**src/rtl/decode_issue_stage.sv**
```systemverilog
// Decode/issue stage: register file with write-through bypass, immediate extender,
// RAW-hazard scoreboard with selectable forwarding mode, and the decode->execute register.
module decode_issue_stage #(
    parameter int DATA_W    = 32,
    parameter int NREGS     = 32,
    parameter int DEPTH     = 3,
    parameter int FORWARD   = 1,
    parameter int PAYLOAD_W = 16,
    parameter int STALL_W   = 16,
    localparam int REG_W    = $clog2(NREGS)
) (
    input  logic                 CLK,
    input  logic                 nRST,
    input  logic                 in_valid,
    output logic                 in_ready,
    input  logic [REG_W-1:0]     in_rs,
    input  logic [REG_W-1:0]     in_rt,
    input  logic                 in_use_rs,
    input  logic                 in_use_rt,
    input  logic [REG_W-1:0]     in_wsel,
    input  logic                 in_regwen,
    input  logic                 in_is_load,
    input  logic [15:0]          in_imm,
    input  logic [1:0]           in_imm_mode,
    input  logic [PAYLOAD_W-1:0] in_payload,
    input  logic                 out_ready,
    input  logic                 flush,
    input  logic                 wb_wen,
    input  logic [REG_W-1:0]     wb_wsel,
    input  logic [DATA_W-1:0]    wb_wdat,
    output logic                 out_valid,
    output logic [DATA_W-1:0]    out_rdat1,
    output logic [DATA_W-1:0]    out_rdat2,
    output logic [DATA_W-1:0]    out_imm,
    output logic [REG_W-1:0]     out_wsel,
    output logic                 out_regwen,
    output logic                 out_is_load,
    output logic [PAYLOAD_W-1:0] out_payload,
    output logic [STALL_W-1:0]   stall_cnt
);

    logic [DATA_W-1:0]    rf_q [NREGS];
    logic [DEPTH-1:0]     sb_valid_q;
    logic [DEPTH-1:0]     sb_regwen_q;
    logic [DEPTH-1:0]     sb_load_q;
    logic [REG_W-1:0]     sb_wsel_q [DEPTH];
    logic [DATA_W-1:0]    rdat1_q, rdat2_q, imm_q;
    logic [PAYLOAD_W-1:0] payload_q;
    logic [STALL_W-1:0]   stall_q;

    logic [DATA_W-1:0]    rdat1_d, rdat2_d, imm_d;
    logic [DEPTH-1:0]     match_s;
    logic                 hazard_s;
    logic                 issue_s;

    // Register file write port; r0 is never written.
    always_ff @(posedge CLK or negedge nRST) begin
        if (!nRST) begin
            for (int i = 0; i < NREGS; i++) begin
                rf_q[i] <= '0;
            end
        end else if (wb_wen && (wb_wsel != '0)) begin
            rf_q[wb_wsel] <= wb_wdat;
        end
    end

    // Operand read with same-cycle writeback bypass.
    always_comb begin
        rdat1_d = (in_rs == '0) ? '0 :
                  (wb_wen && (wb_wsel == in_rs)) ? wb_wdat : rf_q[in_rs];
        rdat2_d = (in_rt == '0) ? '0 :
                  (wb_wen && (wb_wsel == in_rt)) ? wb_wdat : rf_q[in_rt];
    end

    // Immediate extension; the reserved mode behaves as zero-extend.
    always_comb begin
        case (in_imm_mode)
            2'd0:    imm_d = {{(DATA_W-16){1'b0}}, in_imm};
            2'd1:    imm_d = {{(DATA_W-16){in_imm[15]}}, in_imm};
            2'd2:    imm_d = {{(DATA_W-16){1'b0}}, in_imm} << 5'd16;
            default: imm_d = {{(DATA_W-16){1'b0}}, in_imm};
        endcase
    end

    // With forwarding only a load sitting in entry 0 can block; without it any pending write does.
    always_comb begin
        match_s  = '0;
        hazard_s = 1'b0;
        for (int k = 0; k < DEPTH; k++) begin
            match_s[k] = sb_valid_q[k] & sb_regwen_q[k] & (sb_wsel_q[k] != '0) &
                         ((in_use_rs & (in_rs == sb_wsel_q[k])) |
                          (in_use_rt & (in_rt == sb_wsel_q[k])));
            hazard_s   = hazard_s | (match_s[k] & ((FORWARD == 0) | ((k == 0) & sb_load_q[k])));
        end
    end

    assign in_ready = out_ready & ~hazard_s;
    assign issue_s  = in_valid & in_ready;

    // Output register doubles as scoreboard entry 0; flush overrides the load.
    always_ff @(posedge CLK or negedge nRST) begin
        if (!nRST) begin
            sb_valid_q  <= '0;
            sb_regwen_q <= '0;
            sb_load_q   <= '0;
            for (int k = 0; k < DEPTH; k++) begin
                sb_wsel_q[k] <= '0;
            end
            rdat1_q   <= '0;
            rdat2_q   <= '0;
            imm_q     <= '0;
            payload_q <= '0;
        end else begin
            if (out_ready) begin
                for (int k = 1; k < DEPTH; k++) begin
                    sb_valid_q[k]  <= sb_valid_q[k-1];
                    sb_regwen_q[k] <= sb_regwen_q[k-1];
                    sb_load_q[k]   <= sb_load_q[k-1];
                    sb_wsel_q[k]   <= sb_wsel_q[k-1];
                end
                sb_valid_q[0]  <= issue_s;
                sb_regwen_q[0] <= in_regwen;
                sb_load_q[0]   <= in_is_load;
                sb_wsel_q[0]   <= in_wsel;
                rdat1_q        <= rdat1_d;
                rdat2_q        <= rdat2_d;
                imm_q          <= imm_d;
                payload_q      <= in_payload;
            end
            if (flush) begin
                sb_valid_q[0] <= 1'b0;
            end
        end
    end

    // Saturating count of cycles lost to hazards.
    always_ff @(posedge CLK or negedge nRST) begin
        if (!nRST) begin
            stall_q <= '0;
        end else if (in_valid && out_ready && hazard_s && (stall_q != {STALL_W{1'b1}})) begin
            stall_q <= stall_q + STALL_W'(1'b1);
        end
    end

    assign out_valid   = sb_valid_q[0];
    assign out_regwen  = sb_regwen_q[0];
    assign out_is_load = sb_load_q[0];
    assign out_wsel    = sb_wsel_q[0];
    assign out_rdat1   = rdat1_q;
    assign out_rdat2   = rdat2_q;
    assign out_imm     = imm_q;
    assign out_payload = payload_q;
    assign stall_cnt   = stall_q;

endmodule

```
**config.mk**
```make
export PLATFORM = sky130hd
export DESIGN_NAME = decode_issue_stage
export DESIGN_NICKNAME = d
export VERILOG_FILES = /design/src/rtl/decode_issue_stage.sv
export SDC_FILE = /design/constraint.sdc
export NUM_CORES = 2
export LEC_CHECK = 0
export BUFFER_PORTS_ARGS = -buffer_cell sky130_fd_sc_hd__buf_2
export CAP_MARGIN = 25
export CORE_MARGIN = 2
export CORE_UTILIZATION = 35
export DETAILED_ROUTE_END_ITERATION = 8
export PLACE_DENSITY_LB_ADDON = 0.15
export SYNTH_ARGS = -nofsm -noshare
export SYNTH_HDL_FRONTEND = slang
export SYNTH_SLANG_ARGS = --single-unit
```
**constraint.sdc**
```tcl
create_clock -name CLK -period 3.4 [get_ports CLK]
set_input_delay 1.02 -clock CLK [delete_from_list [all_inputs] [get_ports CLK]]
set_output_delay 1.02 -clock CLK [all_outputs]
set_load 0.1 [all_outputs]
```
=== Word level (Yosys, flattened, before mapping) ===
Index checks and enable logic that the tools add are counted.

* Flip-flop bits (word level): 1160
* Input bits: 96
* Output and inout port bits: 137
* Word-level logic and storage cells: 94

* Add/subtract/negate cells: 1
* Order comparisons: 4
* Eq/ne operators: 7
* Multiplexer cells: 16
* Bitwise logic cells: 13
* Reductions and logical operators: 12

{| class="wikitable"
|+ Operator list
! kind !! number
|-
| bitwise mux 1024 bit || 1
|-
| binary-select mux 32 bit (select 5 bit) || 2
|-
| two-way mux 32 bit || 9
|-
| demux 32 bit (select 5 bit) || 1
|-
| one-hot mux 32 bit (2 select lines) || 1
|-
| == test 5 bit || 4
|-
| >= comparator 6 bit, second input constant || 3
|-
| NOT 5 -> 6 bit || 3
|-
| adder 16 x 1 -> 16 bit, second input constant || 1
|-
| inequality test 16 bit, second input constant || 1
|-
| logical NOT 5 bit || 2
|-
| nonzero test 5 bit || 2
|-
| bitwise AND 1 bit || 8
|-
| logical AND 1 bit || 7
|-
| less-than comparator 6 x 1 -> 1 bit, second input constant || 1
|-
| == test 2 x 1 -> 1 bit, second input constant || 1
|-
| == test 2 bit, second input constant || 1
|-
| two-way mux 1 bit || 2
|-
| nonzero test 2 bit || 1
|-
| NOT 1 bit || 1
|-
| OR 1 bit || 1
|}

=== Logic depth before layout (Yosys ltp) ===
* Depth after elaboration: 10
* Depth in mapped cells: 9
* Gate-level depth less buffers: 6

=== Worst setup path before layout ===
Ideal clock, no wire load.

* Path type: input to output
* Start: in in_rs[0]
* End: out in_ready
* Arrival time: 3114 ps
* Required time: 2380 ps
* Path slack: -734 ps
* Cell stages on the path: 6
* Buffers on the path: 2
* Cell sequence: buf_2 > buf_2 > xnor2_1 > nand2_1 > o22ai_1 > a21oi_1

* Longest elaborated chain between the ends: 7

{| class="wikitable"
|+ Ends and longest elaborated chain
! item !! line !! text
|-
| start, declared || 16 || <nowiki>input logic [REG_W-1:0] in_rs,</nowiki>
|-
| == test 5 bit || 91 || <nowiki>((in_use_rs & (in_rs == sb_wsel_q[k])) |</nowiki>
|-
| bitwise AND 1 bit || 91 ||
|-
| OR 1 bit || 91 ||
|-
| bitwise AND 1 bit || 90 || <nowiki>match_s[k] = sb_valid_q[k] & sb_regwen_q[k] & (sb_wsel_q[k] != '0) &</nowiki>
|-
| bitwise AND 1 bit || 93 || <nowiki>hazard_s = hazard_s | (match_s[k] & ((FORWARD == 0) | ((k == 0) & sb_load_q[k])));</nowiki>
|-
| NOT 1 bit || 97 || <nowiki>assign in_ready = out_ready & ~hazard_s;</nowiki>
|-
| bitwise AND 1 bit || 97 ||
|-
| end, declared || 15 || <nowiki>output logic in_ready,</nowiki>
|}

No other way between the ends.

=== Final worst setup path ===
* Start: reg sb_wsel_q (netlist bit out_wsel[1])
* End: out in_ready

* Longest elaborated chain between the ends: 7
* Elaborated cells between the ends (all ways): 11
* Classes of those cells: eq/ne: 2; bitwise: 8; reduce/logical: 1

{| class="wikitable"
|+ Ends and longest elaborated chain
! item !! line !! text
|-
| start, declared || 46 || <nowiki>logic [REG_W-1:0] sb_wsel_q [DEPTH];</nowiki>
|-
| start signal, assigned by index || 119 || <nowiki>sb_wsel_q[k] <= sb_wsel_q[k-1];</nowiki>
|-
| == test 5 bit (on tied branches) || 91, 92 ||
|-
| bitwise AND 1 bit (on tied branches) || 91, 92 ||
|-
| OR 1 bit || 91 ||
|-
| bitwise AND 1 bit * || 90 ||
|-
| bitwise AND 1 bit * || 93 ||
|-
| NOT 1 bit * || 97 ||
|-
| bitwise AND 1 bit * || 97 ||
|}

Mark *: on every way between the ends. The rest lies on a longest branch, timed or not.

==> metrics.yaml <==
synthXorXnorAreaFrac_pct: 0.4964
tritoncts: "done"
p_int_mw: 30.39
rows: 151
syn-cell-area_um2: 60000
synth.yosys.seq_area_share_pct: 48.38
holdCritPathClass: "in2async"
p_sw_share_pct: 29.73
io_pins: 233
worst_setup_path_start_kind: "register"
coreArea_um2: 169800
fp.dieW_um: 418.0
rrSetupSlack_ps: 1140
mostFrequentLayoutCells: "dfrtp_1 (1156), mux2_2 (1081), mux4_2 (448)"
power_mw: 43.25
clock_latency_ps: 770
yosys.area_share.simple_pct: 1.942
synth_top_family_by_area: "multiplexers"
peakVddDrop_uv: 493.0
ys_top_cells_by_area: "dfrtp_1 (48%), mux2_2 (20%), mux4_2 (17%), mux2i_1 (2.2%), clkbuf_1 (1.7%)"
status: "completed"
grt-ovfl-total: 0
fmax_mhz: 299.1
cts.path.max_buffers: 3
dp_hpwl_mm: 125.0
via_per_inst: 5.956
antenna_found_initial: 17
synth.top_cell.area_share_pct: 48.38
setup_violations: 0
grt_max_degree: 100
async_reset_ff_share_pct: 100.0
synth_top_area_cell: "dfrtp_1"
syn_avg_cell_area_um2: 14.61
final_common_cell: "dfrtp_1"
skew_ps: 28.87
synth_edf_count: 0
finalMaxSlewViolations: 0
worst_slew_pin_slew_ps: 870.0
drv_cap: 0
critPathMaxFanout: 5
grt_usage_pct: 23.69
hold_viol_final: 0
worstPathArrival_ps: 2320
ys_seq_elements: 1160
drtAntennaViolNets: 0
end_kind: "output pin"
worstReg2RegStart: "out_wsel[1]"
via_count: 39190
worstSetupEndpoint: "in_ready"
placed_cells: 6324
die_area_um2: 174700
htreeDepth: 4
areaGrowthSynthToFinish_pct: 16.70
clock_sinks: 1160
placed_cell_area_um2: 65210
grt_pass1_vias: 40650
drt_first_iter_violations: 3297
rsz0062_at_grt: "false"
slew_headroom_pct: 42.00
synth_cell_type_count: 45
grt_first_pass_wirelength_mm: 301.7
cts_root_buffer: "clkbuf_16"
globalplace.congestion: 0.7800
synth_nets: 4206
drt-wirelength-per-cell_um: 31.27
startpoint: "out_wsel[1]"
p_clk_share_pct: 35.8
synth_mux_area_share_pct: 39.26
clk_pin_slew_worst_paths_ps: 50
fin_crit_sh_pct: 98.35
drcViolationCount: 0
final_net_count: 4350
wl_mm: 205.7
synth_compound_area_share_pct: 6.555
r2r_cells: 8
initial_core_util_pct: 35.32
ctsHoldBuffers: 0
cts_made_buffers: 141
design_area_um2: 70010
period_needed_ps: 3344
syn_inst: 4107
synth_top_flop_cell: "dfrtp_1"
yosys_warnings: 0
die_y_um: 418.0
yosys.area_share.adder_pct: 0.06257
first_pass_iters: 8
power.switching_mw: 12.86
power_density_nw_per_um2: 617.7
worst-setup-path-type: "reg2out"
p_leak_nw: 30.27
seqPwrFrac_pct: 42.3
drive_gt1_share_pct: 52.03
io_buffer_count: 232
comb_power_share_pct: 21.9
critPathRequiredTime_ps: 2380
finalNonFillerCells: 6580
r2r_end: "stall_cnt[12]"
## synth_stat cells (4+ instances only)
cell type	number
buf_4	7
nand3_1	13
mux2_2	1081
nor2b_1	34
o21ai_0	66
a222oi_1	63
buf_6	5
nor2_1	30
mux4_2	448
a211oi_1	32
o221ai_1	32
nand4_1	5
a21oi_1	82
nor3_1	8
clkbuf_1	267
nand2_1	130
inv_1	7
xor2_1	18
buf_1	64
a22o_1	16
mux2i_1	129
buf_2	119
dfrtp_1	1160
and2_1	4
nor4_1	5
o21a_1	63
o2bb2ai_1	15
xnor2_1	16
a221oi_1	64
o211ai_1	31
nor3b_1	5
a22oi_1	65
## layout make-up
| type | count | area, µm² |
|---|---|---|
| inverters | 9 | 37.54 |
| fillers | 15670 | 99840 |
| clock inverters | 32 | 382.9 |
| repair buffers | 463 | 4187 |
| multi-input cells | 2476 | 29240 |
| diodes | 5 | 12.51 |
| clock buffers | 217 | 4344 |
| well taps | 2218 | 2775 |
| flip-flops and latches | 1160 | 29030 |
## kinds of logic after synthesis
logic type,Yosys count
XOR/XNOR,34
flip-flops,1160
multiplexers,1658
buffers and inverters,471
AO/OA/AOI/OAI,531
adder cells (fa/ha/maj),3
AND/OR/NAND/NOR,250
## worst max-delay path: stages (launching register included)
cell,delay (ps)
dfrtp_2,490
xnor2_1,200
nand4_1,240
o22ai_2,230
buf_4,160
a21oi_4,60
buf_12,180
## state kept, by name (all words and copies together), names as in the netlist
| register | cells |
|---|---|
| out_rdat2 | 32 |
| out_rdat1 | 32 |
| rf_q | 1024 |
| sb_valid_q | 1 |
| stall_cnt | 16 |
| out_payload | 16 |
| sb_load_q | 1 |
| out_imm | 32 |
| sb_regwen_q | 1 |
| out_wsel | 5 |
## power by group through the flow
stage / Sequential, mW / Clock, mW / Combinational (mW)
floorplan: 19.3 / 0 / 5.79
global placement: 18.4 / 0 / 9.42
detailed placement: 18.5 / 0 / 9.54
CTS: 18.3 / 15.9 / 9.57
global route: 18.6 / 16.5 / 10.1
finish: 18.3 / 15.5 / 9.49
## worst min-delay path by stage
stage / slack (ps) / endpoint / start / cells past startpoint
floorplan: 440 / rf_q[1000] / rf_q[1000] / 1
global placement: 380 / rf_q[1019] / rf_q[1019] / 0
detailed placement: 380 / rf_q[1006] / rf_q[1006] / 0
CTS: 200 / stall_cnt[13] / nRST / 1
global route: 230 / stall_cnt[13] / nRST / 1
finish: 230 / stall_cnt[13] / nRST / 1
## routing by layer
metal | share of wire [%] | up-vias | global-route usage (%)
li1 | - | 16250 | -
met1 | 45 | 21500 | 33.27
met2 | 47 | 1142 | 37.75
met3 | 5.3 | 295 | 3.988
met4 | 2.8 | 10 | 6.755
met5 | 0.030 | - | 0
## timing repair
action	CTS	global route
setup buffers	0	2
hold endpoints to repair	0	0
gates resized for setup	9	2
endpoints found under the setup margin	1	1
pin swaps	3	3
## per-stage QoR
stage	hold WS (ps)	util, %	setup TNS (ps)	worst slack, ps
after floorplan	441.3	-	0	120.9
after global placement	379.2	38.40	-340.4	-175.5
after detailed placement	383.0	38.40	-284.8	-137.8
after CTS	200.1	41.20	-27.29	-27.29
after global routing	232.5	41.22	0	4.295
final	227.6	41.22	0	56.20
Power figures use the tool's default switching activity.
